===== config.mk =====
export PLATFORM = sky130hd
export DESIGN_NAME = rgb_to_ycbcr_stage_flat
export DESIGN_NICKNAME = d
export VERILOG_FILES = /design/src/rtl/rgb_to_ycbcr_stage_pkg.sv /design/src/rtl/rgb_to_ycbcr_stage_if.sv /design/src/rtl/rgb_to_ycbcr_stage_mac3.sv /design/src/rtl/rgb_to_ycbcr_stage.sv /design/src/flat_wrapper.sv
export SDC_FILE = /design/constraint.sdc
export NUM_CORES = 1
export LEC_CHECK = 0
export CORE_MARGIN = 2
export CORE_UTILIZATION = 40
export DETAILED_ROUTE_END_ITERATION = 8
export RECOVER_POWER = 100
export SETUP_SLACK_MARGIN = 0.5
export SYNTH_ARGS = -nofsm -noshare
export SYNTH_HDL_FRONTEND = slang
export SYNTH_SLANG_ARGS = --single-unit

===== constraint.sdc =====
create_clock -name ul1Clock -period 9.41 [get_ports ul1Clock]
set_input_delay 1.882 -clock ul1Clock [delete_from_list [all_inputs] [get_ports ul1Clock]]
set_output_delay 1.882 -clock ul1Clock [all_outputs]
set_load 0.005 [all_outputs]

===== src/rtl/rgb_to_ycbcr_stage_pkg.sv =====
// Shared image-processing types and the fixed-point constants of the
// full-range BT.601 RGB -> YCbCr conversion.
package P_ImageProcessing;

    typedef enum logic [1:0] {
        MB_INTRA = 2'd0,
        MB_INTER = 2'd1,
        MB_SKIP  = 2'd2,
        MB_PCM   = 2'd3
    } teMacroBlockType;

    localparam int DATA_W = 8;
    localparam int COEF_W = 8;
    localparam int SUM_W  = 18;

    // Coefficients scaled by 256; negative values subtract in the sum stage.
    localparam int COEF_Y_R  = 77;
    localparam int COEF_Y_G  = 150;
    localparam int COEF_Y_B  = 29;
    localparam int COEF_CB_R = -43;
    localparam int COEF_CB_G = -85;
    localparam int COEF_CB_B = 128;
    localparam int COEF_CR_R = 128;
    localparam int COEF_CR_G = -107;
    localparam int COEF_CR_B = -21;

    localparam int CHROMA_OFFSET = 128;
    localparam int ROUND         = 128;

endpackage


===== src/rtl/rgb_to_ycbcr_stage_if.sv =====
// Frame-transfer handshake carrying one 24-bit pixel plus macroblock markers.
interface rgb_to_ycbcr_stage_if;
    import P_ImageProcessing::*;

    logic                active;
    teMacroBlockType     mb_type;
    logic [23:0]         data;
    logic                mb_end;
    logic                ready;

    modport master (output active, mb_type, data, mb_end, input ready);
    modport slave  (input active, mb_type, data, mb_end, output ready);

endinterface


===== src/rtl/rgb_to_ycbcr_stage_mac3.sv =====
// One output channel: three coefficient products, signed rounded sum,
// then shift/offset/clamp. All stages advance together on en.
module ycbcr_mac3
    import P_ImageProcessing::*;
#(
    parameter int C_R    = 77,
    parameter int C_G    = 150,
    parameter int C_B    = 29,
    parameter int OFFSET = 0
) (
    input  logic              clk,
    input  logic              rst,
    input  logic              en,
    input  logic [DATA_W-1:0] r,
    input  logic [DATA_W-1:0] g,
    input  logic [DATA_W-1:0] b,
    output logic [DATA_W-1:0] result
);

    localparam int PROD_W = DATA_W + COEF_W;

    localparam logic [COEF_W-1:0] MAG_R = COEF_W'(C_R < 0 ? -C_R : C_R);
    localparam logic [COEF_W-1:0] MAG_G = COEF_W'(C_G < 0 ? -C_G : C_G);
    localparam logic [COEF_W-1:0] MAG_B = COEF_W'(C_B < 0 ? -C_B : C_B);
    localparam logic NEG_R = (C_R < 0);
    localparam logic NEG_G = (C_G < 0);
    localparam logic NEG_B = (C_B < 0);

    localparam logic signed [SUM_W-1:0] ROUND_S  = SUM_W'(ROUND);
    localparam logic signed [SUM_W-1:0] OFFSET_S = SUM_W'(OFFSET);
    localparam logic signed [SUM_W-1:0] MAX_S    = SUM_W'((1 << DATA_W) - 1);

    logic [PROD_W-1:0]       prod_r_p0, prod_g_p0, prod_b_p0;
    logic signed [SUM_W-1:0] sum_p1;

    function automatic logic signed [SUM_W-1:0] signed_term(input logic [PROD_W-1:0] p,
                                                             input logic neg);
        logic signed [SUM_W-1:0] t;
        t = $signed(SUM_W'(p));
        return neg ? -t : t;
    endfunction

    function automatic logic signed [SUM_W-1:0] round_shift(input logic signed [SUM_W-1:0] s);
        return (s >>> DATA_W) + OFFSET_S;
    endfunction

    function automatic logic [DATA_W-1:0] saturate(input logic signed [SUM_W-1:0] s);
        if (s[SUM_W-1])
            return '0;
        else if (s > MAX_S)
            return '1;
        else
            return s[DATA_W-1:0];
    endfunction

    // S1: unsigned products against coefficient magnitudes
    always_ff @(posedge clk) begin
        if (en) begin
            prod_r_p0 <= r * MAG_R;
            prod_g_p0 <= g * MAG_G;
            prod_b_p0 <= b * MAG_B;
        end
    end

    // S2: signed sum with rounding constant
    always_ff @(posedge clk) begin
        if (en)
            sum_p1 <= signed_term(prod_r_p0, NEG_R) + signed_term(prod_g_p0, NEG_G)
                    + signed_term(prod_b_p0, NEG_B) + ROUND_S;
    end

    // S3: scale back, offset, clamp; this register drives the stage output
    always_ff @(posedge clk) begin
        if (rst)
            result <= '0;
        else if (en)
            result <= saturate(round_shift(sum_p1));
    end

endmodule


===== src/rtl/rgb_to_ycbcr_stage.sv =====
// Stallable 3-stage RGB24 -> YCbCr converter with aligned macroblock markers
// and a per-macroblock pixel counter that flags malformed macroblocks.
module rgb_to_ycbcr_stage
    import P_ImageProcessing::*;
#(
    parameter int PIXELS_PER_MB = 64
) (
    input  logic                    ul1Clock,
    input  logic                    ul1Reset,
    rgb_to_ycbcr_stage_if.slave     upstream,
    rgb_to_ycbcr_stage_if.master    downstream,
    output logic                    ul1OutReset_n,
    output logic                    ul1MbError
);

    localparam int CNT_W = $clog2(PIXELS_PER_MB) + 1;
    localparam logic [CNT_W-1:0] LAST = CNT_W'(PIXELS_PER_MB - 1);

    logic              en, fire;
    logic              vld_p0, vld_p1, vld_p2;
    teMacroBlockType   type_p0, type_p1, type_p2;
    logic              end_p0, end_p1, end_p2;
    logic [DATA_W-1:0] y_p2, cb_p2, cr_p2;
    logic [CNT_W-1:0]  pix_cnt;

    // The whole pipeline advances unless the output holds a pixel nobody takes.
    assign en              = !vld_p2 | downstream.ready;
    assign upstream.ready  = en & !ul1Reset;
    assign fire            = upstream.active & upstream.ready;

    assign downstream.active  = vld_p2;
    assign downstream.mb_type = type_p2;
    assign downstream.mb_end  = end_p2;
    assign downstream.data    = {y_p2, cb_p2, cr_p2};

    ycbcr_mac3 #(.C_R(COEF_Y_R), .C_G(COEF_Y_G), .C_B(COEF_Y_B), .OFFSET(0)) y_mac (
        .clk(ul1Clock), .rst(ul1Reset), .en(en),
        .r(upstream.data[23:16]), .g(upstream.data[15:8]), .b(upstream.data[7:0]),
        .result(y_p2)
    );

    ycbcr_mac3 #(.C_R(COEF_CB_R), .C_G(COEF_CB_G), .C_B(COEF_CB_B), .OFFSET(CHROMA_OFFSET)) cb_mac (
        .clk(ul1Clock), .rst(ul1Reset), .en(en),
        .r(upstream.data[23:16]), .g(upstream.data[15:8]), .b(upstream.data[7:0]),
        .result(cb_p2)
    );

    ycbcr_mac3 #(.C_R(COEF_CR_R), .C_G(COEF_CR_G), .C_B(COEF_CR_B), .OFFSET(CHROMA_OFFSET)) cr_mac (
        .clk(ul1Clock), .rst(ul1Reset), .en(en),
        .r(upstream.data[23:16]), .g(upstream.data[15:8]), .b(upstream.data[7:0]),
        .result(cr_p2)
    );

    // S1..S3 control: valid shift register, flushed by reset
    always_ff @(posedge ul1Clock) begin
        if (ul1Reset) begin
            vld_p0 <= 1'b0;
            vld_p1 <= 1'b0;
            vld_p2 <= 1'b0;
        end else if (en) begin
            vld_p0 <= fire;
            vld_p1 <= vld_p0;
            vld_p2 <= vld_p1;
        end
    end

    always_ff @(posedge ul1Clock) begin
        if (en) begin
            type_p0 <= upstream.mb_type;
            end_p0  <= upstream.mb_end;
            type_p1 <= type_p0;
            end_p1  <= end_p0;
        end
    end

    always_ff @(posedge ul1Clock) begin
        if (ul1Reset) begin
            type_p2 <= MB_INTRA;
            end_p2  <= 1'b0;
        end else if (en) begin
            type_p2 <= type_p1;
            end_p2  <= end_p1;
        end
    end

    always_ff @(posedge ul1Clock) begin
        ul1OutReset_n <= !ul1Reset;
    end

    // An End exactly on the last slot is the well-formed case.
    always_ff @(posedge ul1Clock) begin
        if (ul1Reset) begin
            pix_cnt    <= '0;
            ul1MbError <= 1'b0;
        end else if (fire) begin
            if (upstream.mb_end) begin
                if (pix_cnt != LAST)
                    ul1MbError <= 1'b1;
                pix_cnt <= '0;
            end else if (pix_cnt == LAST) begin
                ul1MbError <= 1'b1;
                pix_cnt    <= '0;
            end else begin
                pix_cnt <= pix_cnt + 1'b1;
            end
        end
    end

endmodule


===== src/flat_wrapper.sv =====
// flat-port wrapper written by rule: the top's interface ports become plain ports
module rgb_to_ycbcr_stage_flat import P_ImageProcessing::*;
#(
    parameter int PIXELS_PER_MB = 64
)
  (ul1Clock, ul1Reset, ul1OutReset_n, ul1MbError, upstream_active, upstream_mb_type, upstream_data, upstream_mb_end, upstream_ready, downstream_active, downstream_mb_type, downstream_data, downstream_mb_end, downstream_ready);
  rgb_to_ycbcr_stage_if upstream_i ();
  rgb_to_ycbcr_stage_if downstream_i ();
  input  logic ul1Clock;
  input  logic ul1Reset;
  output logic ul1OutReset_n;
  output logic ul1MbError;
  input wire logic [$bits(upstream_i.active)-1:0] upstream_active;
  input wire logic [$bits(upstream_i.mb_type)-1:0] upstream_mb_type;
  input wire logic [$bits(upstream_i.data)-1:0] upstream_data;
  input wire logic [$bits(upstream_i.mb_end)-1:0] upstream_mb_end;
  output wire logic [$bits(upstream_i.ready)-1:0] upstream_ready;
  output wire logic [$bits(downstream_i.active)-1:0] downstream_active;
  output wire logic [$bits(downstream_i.mb_type)-1:0] downstream_mb_type;
  output wire logic [$bits(downstream_i.data)-1:0] downstream_data;
  output wire logic [$bits(downstream_i.mb_end)-1:0] downstream_mb_end;
  input wire logic [$bits(downstream_i.ready)-1:0] downstream_ready;
  assign upstream_i.active = upstream_active;
  assign upstream_i.mb_type = upstream_mb_type;
  assign upstream_i.data = upstream_data;
  assign upstream_i.mb_end = upstream_mb_end;
  assign upstream_ready = upstream_i.ready;
  assign downstream_active = downstream_i.active;
  assign downstream_mb_type = downstream_i.mb_type;
  assign downstream_data = downstream_i.data;
  assign downstream_mb_end = downstream_i.mb_end;
  assign downstream_i.ready = downstream_ready;
  rgb_to_ycbcr_stage #(.PIXELS_PER_MB(PIXELS_PER_MB)) u_core (.ul1Clock(ul1Clock), .ul1Reset(ul1Reset), .upstream(upstream_i), .downstream(downstream_i), .ul1OutReset_n(ul1OutReset_n), .ul1MbError(ul1MbError));
endmodule

==> results.toml, run 1 <==
[global_route]
grt_pass1_vias = 9143
grt_max_degree = 87
grt_pass1_wl_um = 46420
grt_overflow = 0
antenna_found_initial = 0
grtUsageTotal_pct = 15.63

[cells_and_area]
stdcell_area_um2 = 16150
multiInputGateArea_um2 = 8571
final_cell_mix = "307 x ha_1, 235 x inv_1, 138 x edfxtp_1, 79 x fa_1, 67 x nor2_1"
fin_nets = 1819
diodes = 0
fill_cells = 3339
seqCellArea_um2 = 4925
areaGrowthSynthToFinish_pct = 11.43
final_common_cell = "ha_1"
drive_above_1_share_pct = 2.898

[drt]
wl_per_cell_um = 15.10
drc = 8
drt_wl_total_um = 28340
drt_iter0_markers = 349
drt-vias-per-instance = 4.851
top_layer_used = "met4"
drtAntennaViolNets = 0
vias = 9101
met3_length_um = 648
wl_met1_um = 13840
dr.pass1.iters = 9
met2WireLength_um = 13530

[pwr]
internal-power_mw = 3.085
p_leak_nw = 7.897
totalPowerFinal_mw = 5.167
seq_power_share_pct = 28.7
switchingPower_mw = 2.082
pwr-share-clk_pct = 13.1
power_frac_comb_pct = 58.3
power.density_nw_per_um2 = 319.9
peakVddDrop_uv = 178.3
p_sw_share_pct = 40.29

[clocking]
cts_hold_buf = 0
cts.repair.resized = 0
cts_buffers = 17
clkTransAtPathRegs_ns = 0.07
cts.sinks = 177
tritoncts = "yes"
post-cts-setup-buffers = 0
cts_max_level = 4
clockRootBuffer = "clkbuf_16"
cts_buffer_depth = 2
clock_latency_ns = 0.43

[timing]
setup_slack_ns = 2.588
finalMaxSlewViolations = 146
hold_ws_ns = 0.4227
max_slew_margin_pct = -59.95
hold_violations = 0
setup_tns_ns = 0
period_share_pct = 72.49
rsz0062_at_grt = "false"
setup_viol = 0
tightest_slew_ns = 2.386
fin_crit_ns = 6.822
fmax_mhz = 146.6
skew_ns = 0.008925

[worst_setup_path]
crit_arrival_ns = 6.55
start_kind = "primary input"
cp_top_family = "buffers and inverters"
cp.buffers_inverters = 3
slowest_stage = "clkinvlp_2"
r2r_slack_ns = 4.23
crit_path_max_incr_delay_ns = 1.99
worstSetupEndpointType = "register"
worstPathCellList = "dlygate4sd3_1, nor2b_1, clkinvlp_2, clkbuf_2"
cp_max_fo = 86
r2r_start = "u_core.downstream.active"
cp-startpoint = "downstream_ready"
critPathKind = "primary input to register"
critPathRequiredTime_ns = 9.14

[floorplanning]
num_io_pins = 62
die_area_um2 = 37770
start_util_pct = 40.65
rows = 69
die-width_um = 194.4
die_h_um = 194.4
core_region_area_um2 = 35660

[synth]
synth_edf_count = 138
synthArstFlopShare_pct = 0
syn_inst = 1327
synth_ff_type = "edfxtp_1"
ys_ff_latch = 177
syn-num-nets = 1744
yosysWarnings = 0
yosysSeqAreaShare_pct = 33.98
synth_cell_type_count = 67
synth_area_um2 = 14490
syn_avg_cell_area_um2 = 10.92

[min_path]
holdCritPathClass = "register to register"
hp-start = "u_core.type_p0[0]"

[placement]
place_area_um2 = 15680
dp_hpwl_um = 23750
io_buffers = 61
dp_slack_ns = 3.195
routabilityCongestion = 0.8935

[outcome]
outcome = "finished with violations"
violations = "design-rule violations, max-capacitance violations, max-slew violations"

[job]
max-cap-violations = 2
per-stage QoR:
stage,instances,util [%]
6_report,1876,45.30
4_1_cts,1876,45.53
3_3_place_gp,1844,43.96
5_1_grt,1876,45.30
2_1_floorplan,1327,-
3_5_place_dp,1844,43.96
final timing paths:
kind                                 endpoint  depth (start not counted)
hold / removal              u_core.type_p1[0]                          0
setup / recovery  u_core.cr_mac.prod_r_p0[10]                          4
setup reg to reg  u_core.cr_mac.prod_r_p0[10]                          3
hold reg to reg             u_core.type_p1[0]                          0
cell type report:
| class | instances | area share [%] |
|---|---|---|
| Clock buffer | 20 | 2.897 |
| Tap cell | 461 | 3.571 |
| Timing Repair Buffer | 63 | 3.835 |
| Sequential cell | 177 | 30.49 |
| Clock inverter | 12 | 0.5733 |
| Multi-Input combinational cell | 904 | 53.07 |
| Inverter | 239 | 5.562 |
cell usage after synthesis, types with 3 or more instances:
cell type	count	area [um2]
a21oi_2	5	43.79
nor2b_1	11	68.82
a21o_1	24	180.2
nand2_1	66	247.7
a211o_1	4	35.03
a41oi_1	3	26.28
o211ai_1	6	45.04
ha_1	307	3841
or3_1	3	18.77
nor2_1	66	247.7
nand2b_1	11	68.82
nor3_1	19	95.09
o21bai_1	11	82.58
a31o_1	3	26.28
clkbuf_1	5	18.77
a21oi_1	60	300.3
o21a_1	7	52.55
inv_1	235	882.1
xnor2_1	60	525.5
inv_2	3	11.26
o21ai_1	41	205.2
dfxtp_1	39	780.8
nand4_1	3	18.77
a31oi_1	4	25.02
xor2_1	34	297.8
a21boi_1	3	22.52
and3_1	7	43.79
edfxtp_1	138	4144
o21ai_0	6	30.03
fa_1	79	1582
nand3_1	16	80.08
cells by family (layout without fill, tap and decap cells):
logic type	Yosys count	count (layout)	share of synthesized area, %
compound gates	201	201	9.289
xor+xnor	94	94	5.680
fa+ha+maj	386	386	37.41
buf+inv	246	334	6.371
flops	177	177	33.98
mux	1	1	0.06906
simple gates	222	222	7.200
per-layer routing:
layer,global-route usage (%),vias up
met5,0,-
met4,3.675,0
met3,2.343,19
met2,26.98,113
met1,20.69,4263
li1,-,4706
flip-flops by register name, indices dropped and copies added (netlist names), 8 cells and up:
signal	cells
u_core.y_mac.sum_p1	10
u_core.cr_mac.sum_p1	10
u_core.y_mac.prod_r_p0	15
u_core.cr_mac.result	8
u_core.cr_mac.prod_b_p0	10
u_core.cb_mac.prod_g_p0	14
u_core.y_mac.prod_b_p0	13
u_core.cb_mac.result	8
u_core.y_mac.result	8
u_core.cb_mac.prod_r_p0	13
u_core.cr_mac.prod_g_p0	10
u_core.cb_mac.sum_p1	10
u_core.y_mac.prod_g_p0	15
worst register-to-register path: stages (launching register included):
cell and delay [ns]:
dfxtp_1 0.33, nor2b_1 0.47, clkinvlp_2 1.99, clkbuf_2 1.66
power by group through the flow:
stage	logic, mW	registers [mW]	clock network (mW)
2_1_floorplan	2.42	1.43	0
3_3_place_gp	3.09	1.50	0
3_5_place_dp	3.14	1.51	0
4_1_cts	3.17	1.49	0.694
5_1_grt	3.49	1.51	0.726
6_report	3.01	1.48	0.675
Power figures use the tool's default switching activity.
==> run 2, diff against run 1 <==
- clock period: 9.41 -> 5.5 ns (I/O delays scaled with it)
==> run 2 against run 1 <==
Net effect: the run still ends with design-rule violations, max-capacitance violations, max-slew violations left; die area did not move; largest cell class unchanged; sequential share of layout area down 0.20 points; flip-flop and latch count unchanged; register-to-register slack got worse by 2.9 ns.
==> results.toml, run 2 (synthesized netlist as in run 1, its figures left out) <==
[outcome]
outcome = "finished with violations"
violations = "design-rule violations, max-capacitance violations, max-slew violations"

[clocking]
post-cts-setup-buffers = 0
cts_buffer_depth = 2
cts_buffers = 17
clock_latency_ns = 0.44
clkTransAtPathRegs_ns = 0.07
cts_max_level = 4
tritoncts = "yes"
cts.sinks = 177
clockRootBuffer = "clkbuf_16"

[drt]
dr.pass1.iters = 7
wl_per_cell_um = 15.17
drc = 9
drtAntennaViolNets = 0
vias = 9158
drt-vias-per-instance = 4.848
drt_wl_total_um = 28660
drt_iter0_markers = 449

[worst_setup_path]
critPathRequiredTime_ns = 5.69
r2r_start = "u_core.y_mac.prod_g_p0[5]"
rr_endpoint = "u_core.y_mac.sum_p1[17]"
critPathKind = "primary input to register"
start_kind = "primary input"
crit_arrival_ns = 5.19
cp_max_fo = 5
r2r_cells = 12
worstSetupEndpointType = "register"
r2r_slack_ns = 1.36

[timing]
fmax_mhz = 199.6
setup_slack_ns = 0.4909
period_share_pct = 91.07
skew_ns = 0.009945
setup_viol = 0
finalMaxSlewViolations = 75
setup_tns_ns = 0
rsz0062_at_grt = "false"
fin_crit_ns = 5.009
hold_violations = 0
max_slew_margin_pct = -27.21
tightest_slew_ns = 1.908
hold_ws_ns = 0.4226

[floorplanning]
die_h_um = 194.4
rows = 69
die_area_um2 = 37770
start_util_pct = 40.65
die-width_um = 194.4
num_io_pins = 62
core_region_area_um2 = 35660

[min_path]
worst_hold_path.num_cells = 0
hp-start = "u_core.type_p0[0]"
holdCritPathClass = "register to register"
holdPathEnd = "u_core.type_p1[0]"

[cells_and_area]
final_common_cell = "ha_1"
diodes = 0
top_regs = "u_core.y_mac.prod_g_p0 (15), u_core.y_mac.prod_r_p0 (15), u_core.cb_mac.prod_g_p0 (14)"
final_cell_mix = "307 x ha_1, 235 x inv_1, 138 x edfxtp_1, 79 x fa_1, 67 x nor2_1"
fill_cells = 3377
areaGrowthSynthToFinish_pct = 12.15
stdcell_area_um2 = 16260
fin_nets = 1832
final_cells = 1889
drive_above_1_share_pct = 3.361

[placement]
io_buffers = 61
place_area_um2 = 15770
dp_slack_ns = 0.2529
dp_hpwl_um = 23870
routabilityCongestion = 0.8604
placed_cells = 1857

[global_route]
grtUsageTotal_pct = 15.85
grt_pass1_wl_um = 47120
grt_overflow = 0
grt_pass1_vias = 9224
grt_max_degree = 75
antenna_found_initial = 0

[pwr]
peakVddDrop_uv = 339.7
power.density_nw_per_um2 = 546.7
p_leak_nw = 7.941

[job]
max-cap-violations = 1
[run 2: where the power goes]
part / total [mW] / internal, mW / switching [mW]
Clock: 1.21 / 0.676 / 0.538
Sequential: 2.53 / 2.28 / 0.245
Combinational: 5.15 / 2.37 / 2.78
[run 2: cell type report]
| cell class | count | area, um2 | share of cell area, % |
|---|---|---|---|
| multi-input combinational | 904 | 8579 | 52.78 |
| clock buffer | 18 | 429.2 | 2.640 |
| sequential | 177 | 4925 | 30.30 |
| clock inverter | 14 | 152.6 | 0.9390 |
| tap | 461 | 576.8 | 3.548 |
| timing repair buffer | 76 | 690.7 | 4.249 |
| inverter | 239 | 902.1 | 5.550 |
[run 2: stage by stage]
step                power [mW]  utilization [%]
floorplan                6.591                -
global placement         7.866            44.24
detailed placement       7.933            44.24
CTS                      9.210            45.87
global route             9.832            45.59
finish                   8.887            45.59
[run 2: critical path, stage by stage]
cell,delay (ns)
dlygate4sd3_1,0.62
ha_1,0.35
ha_1,0.28
inv_1,0.05
fa_1,0.47
fa_1,0.51
inv_1,0.04
ha_1,0.36
and3_1,0.19
a211oi_1,0.45
a221oi_2,0.12
a311o_1,0.37
a21oi_1,0.18
xnor2_1,0.09
[run 2: how the worst max path moves through the flow]
stage	from	endpoint	slack, ns	cells past startpoint
2_1_floorplan	upstream_data[11]	u_core.cr_mac.prod_g_p0[13]	0.98	13
3_3_place_gp	upstream_data[10]	u_core.cr_mac.prod_g_p0[14]	0.33	14
3_5_place_dp	upstream_data[9]	u_core.cr_mac.prod_g_p0[13]	0.25	14
4_1_cts	upstream_data[10]	u_core.cr_mac.prod_g_p0[14]	0.66	14
5_1_grt	upstream_data[11]	u_core.cr_mac.prod_g_p0[13]	0.30	14
6_report	upstream_data[8]	u_core.cr_mac.prod_g_p0[13]	0.49	14
[run 2: repair_timing]
item	in CTS	in global routing
gates resized for setup	0	2
endpoints found under the setup margin	0	1
hold buffers	0	0
[run 2: routing by layer]
| layer | wire [um] | GRT usage (%) |
|---|---|---|
| met4 | 505 | 4.217 |
| met1 | 13720 | 20.91 |
| met3 | 784 | 2.707 |
| met5 | 0 | 0 |
| met2 | 13660 | 26.95 |
==> run 3, diff against run 2 <==
- PLACE_DENSITY_LB_ADDON: default -> 0.05
==> run 3 against run 2 <==
Net effect: power up 0.74%; flip-flop and latch count unchanged; maximum frequency down 0.70%; setup slack lost 0.035 ns; critical path type unchanged; sequential share of layout area hardly changed; count of clock-buffer cells in the layout shrank 1; first-iteration DRC count decreased by 23%; non-clock buffer count down 1; final area rose by 0.10%; via count shrank 1.5%; largest power group unchanged; the run still ends with design-rule violations, max-capacitance violations, max-slew violations left; cell count about the same; largest cell class unchanged.
==> results.toml, run 3 (synthesized netlist as in run 1, its figures left out) <==
[outcome]
outcome = "finished with violations"
violations = "design-rule violations, max-capacitance violations, max-slew violations"

[worst_setup_path]
start_kind = "primary input"
r2r_slack_ns = 1.21
slowest_stage = "fa_1"
worstPathCellList = "clkdlybuf4s50_1, clkbuf_1, ha_1, ha_1, inv_1, fa_1, fa_1, inv_1, ha_1, and3_1, a211oi_4, a221oi_1, a311o_1, a21oi_2, xnor2_1"
crit_top_cell = "ha_1"
crit_path_max_incr_delay_ns = 0.52
rr_endpoint = "u_core.y_mac.sum_p1[16]"
worstSetupEndpointType = "register"
r2r_cells = 12
critPathRequiredTime_ns = 5.69
crit_arrival_ns = 5.23
r2r_start = "u_core.y_mac.prod_g_p0[5]"
cp_max_fo = 6
critPathKind = "primary input to register"
cp.buffers_inverters = 4
cp_top_family = "adder cells"

[min_path]
hp-start = "u_core.type_p0[0]"
holdCritPathClass = "register to register"
holdPathEnd = "u_core.type_p1[0]"
worst_hold_path.num_cells = 0

[timing]
setup_tns_ns = 0
fin_crit_ns = 5.044
fmax_mhz = 198.2
max_slew_margin_pct = -29.28
finalMaxSlewViolations = 78
setup_viol = 0
period_share_pct = 91.72
skew_ns = 0.009917
rsz0062_at_grt = "false"
hold_ws_ns = 0.4281
hold_violations = 0
tightest_slew_ns = 1.939

[floorplanning]
core_region_area_um2 = 35660
die-width_um = 194.4
start_util_pct = 40.65
die_area_um2 = 37770
num_io_pins = 62
rows = 69
die_h_um = 194.4

[drt]
dr.pass1.iters = 8
wl_met1_um = 14220
wl_per_cell_um = 15.52
drtAntennaViolNets = 0
drc = 5
drt_wl_total_um = 29310
vias = 9023
top_layer_used = "met4"
drt_iter0_markers = 346
met3_length_um = 675
met2WireLength_um = 13890
drt-vias-per-instance = 4.779

[clocking]
clockRootBuffer = "clkbuf_16"
cts_buffers = 17
clkTransAtPathRegs_ns = 0.07
tritoncts = "yes"
cts_buffer_depth = 2
cts.sinks = 177
post-cts-setup-buffers = 0
clock_latency_ns = 0.44
cts_hold_buf = 0
cts_max_level = 4

[cells_and_area]
final_common_cell = "ha_1"
final_cell_mix = "307 x ha_1, 235 x inv_1, 138 x edfxtp_1, 79 x fa_1, 67 x nor2_1"
areaGrowthSynthToFinish_pct = 12.27
top_regs = "u_core.y_mac.prod_g_p0 (15), u_core.y_mac.prod_r_p0 (15), u_core.cb_mac.prod_g_p0 (14)"
drive_above_1_share_pct = 3.504
fill_cells = 3425
diodes = 0
fin_nets = 1831
finish.utilization_pct = 45.64

[global_route]
grt_max_degree = 78
grt_pass1_vias = 9268
antenna_found_initial = 3
grt_pass1_wl_um = 48310
grt_overflow = 0
grtUsageTotal_pct = 16.53

[pwr]
p_leak_nw = 7.945
power.density_nw_per_um2 = 550.2
peakVddDrop_uv = 239.7
totalPowerFinal_mw = 8.953

[job]
max-cap-violations = 1

[placement]
dp_hpwl_um = 24760
io_buffers = 61
routabilityCongestion = 0.8446
## run 3: timing repair
item	in CTS	in global routing
endpoints found under the hold margin	0	0
gates resized for setup	0	2
endpoints found under the setup margin	0	1
## run 3: per-stage QoR
| stage | instance area, um2 | setup slack [ns] | std cells |
|---|---|---|---|
| 2_1_floorplan | 14490 | 0.9837 | 1327 |
| 3_3_place_gp | 15770 | 0.2858 | 1856 |
| 3_5_place_dp | 15770 | 0.1995 | 1856 |
| 4_1_cts | 16350 | 0.6841 | 1888 |
| 5_1_grt | 16270 | 0.2778 | 1888 |
| 6_report | 16270 | 0.4556 | 1888 |
## run 3: layout make-up
class / instances / area, um2 / share of cell area, %
Clock inverter: 15 / 158.9 / 0.9765
Clock buffer: 17 / 425.4 / 2.614
Inverter: 239 / 898.4 / 5.521
Tap cell: 461 / 576.8 / 3.545
Timing Repair Buffer: 75 / 690.7 / 4.245
Multi-Input combinational cell: 904 / 8597 / 52.83
Sequential cell: 177 / 4925 / 30.27
## run 3: per-layer routing
metal	vias up	GRT usage (%)
met5	-	0
met4	0	5.014
met3	24	2.134
met2	102	28.34
met1	4163	21.82
li1	4734	-
## run 3: power breakdown
| group | leakage (nW) | switching (mW) | internal [mW] |
|---|---|---|---|
| combinational | 5.88 | 2.83 | 2.39 |
| clock | 0.279 | 0.535 | 0.674 |
| sequential | 1.78 | 0.248 | 2.28 |
## run 3: worst max path at each step
stage,startpoint,end,slack (ns),cells past startpoint
floorplan,upstream_data[11],u_core.cr_mac.prod_g_p0[13],0.98,13
global placement,upstream_data[10],u_core.cr_mac.prod_g_p0[14],0.29,14
detailed placement,upstream_data[9],u_core.cr_mac.prod_g_p0[13],0.20,14
CTS,upstream_data[9],u_core.cr_mac.prod_g_p0[13],0.68,14
global route,upstream_data[12],u_core.cr_mac.prod_g_p0[13],0.28,15
finish,upstream_data[12],u_core.cr_mac.prod_g_p0[13],0.46,15
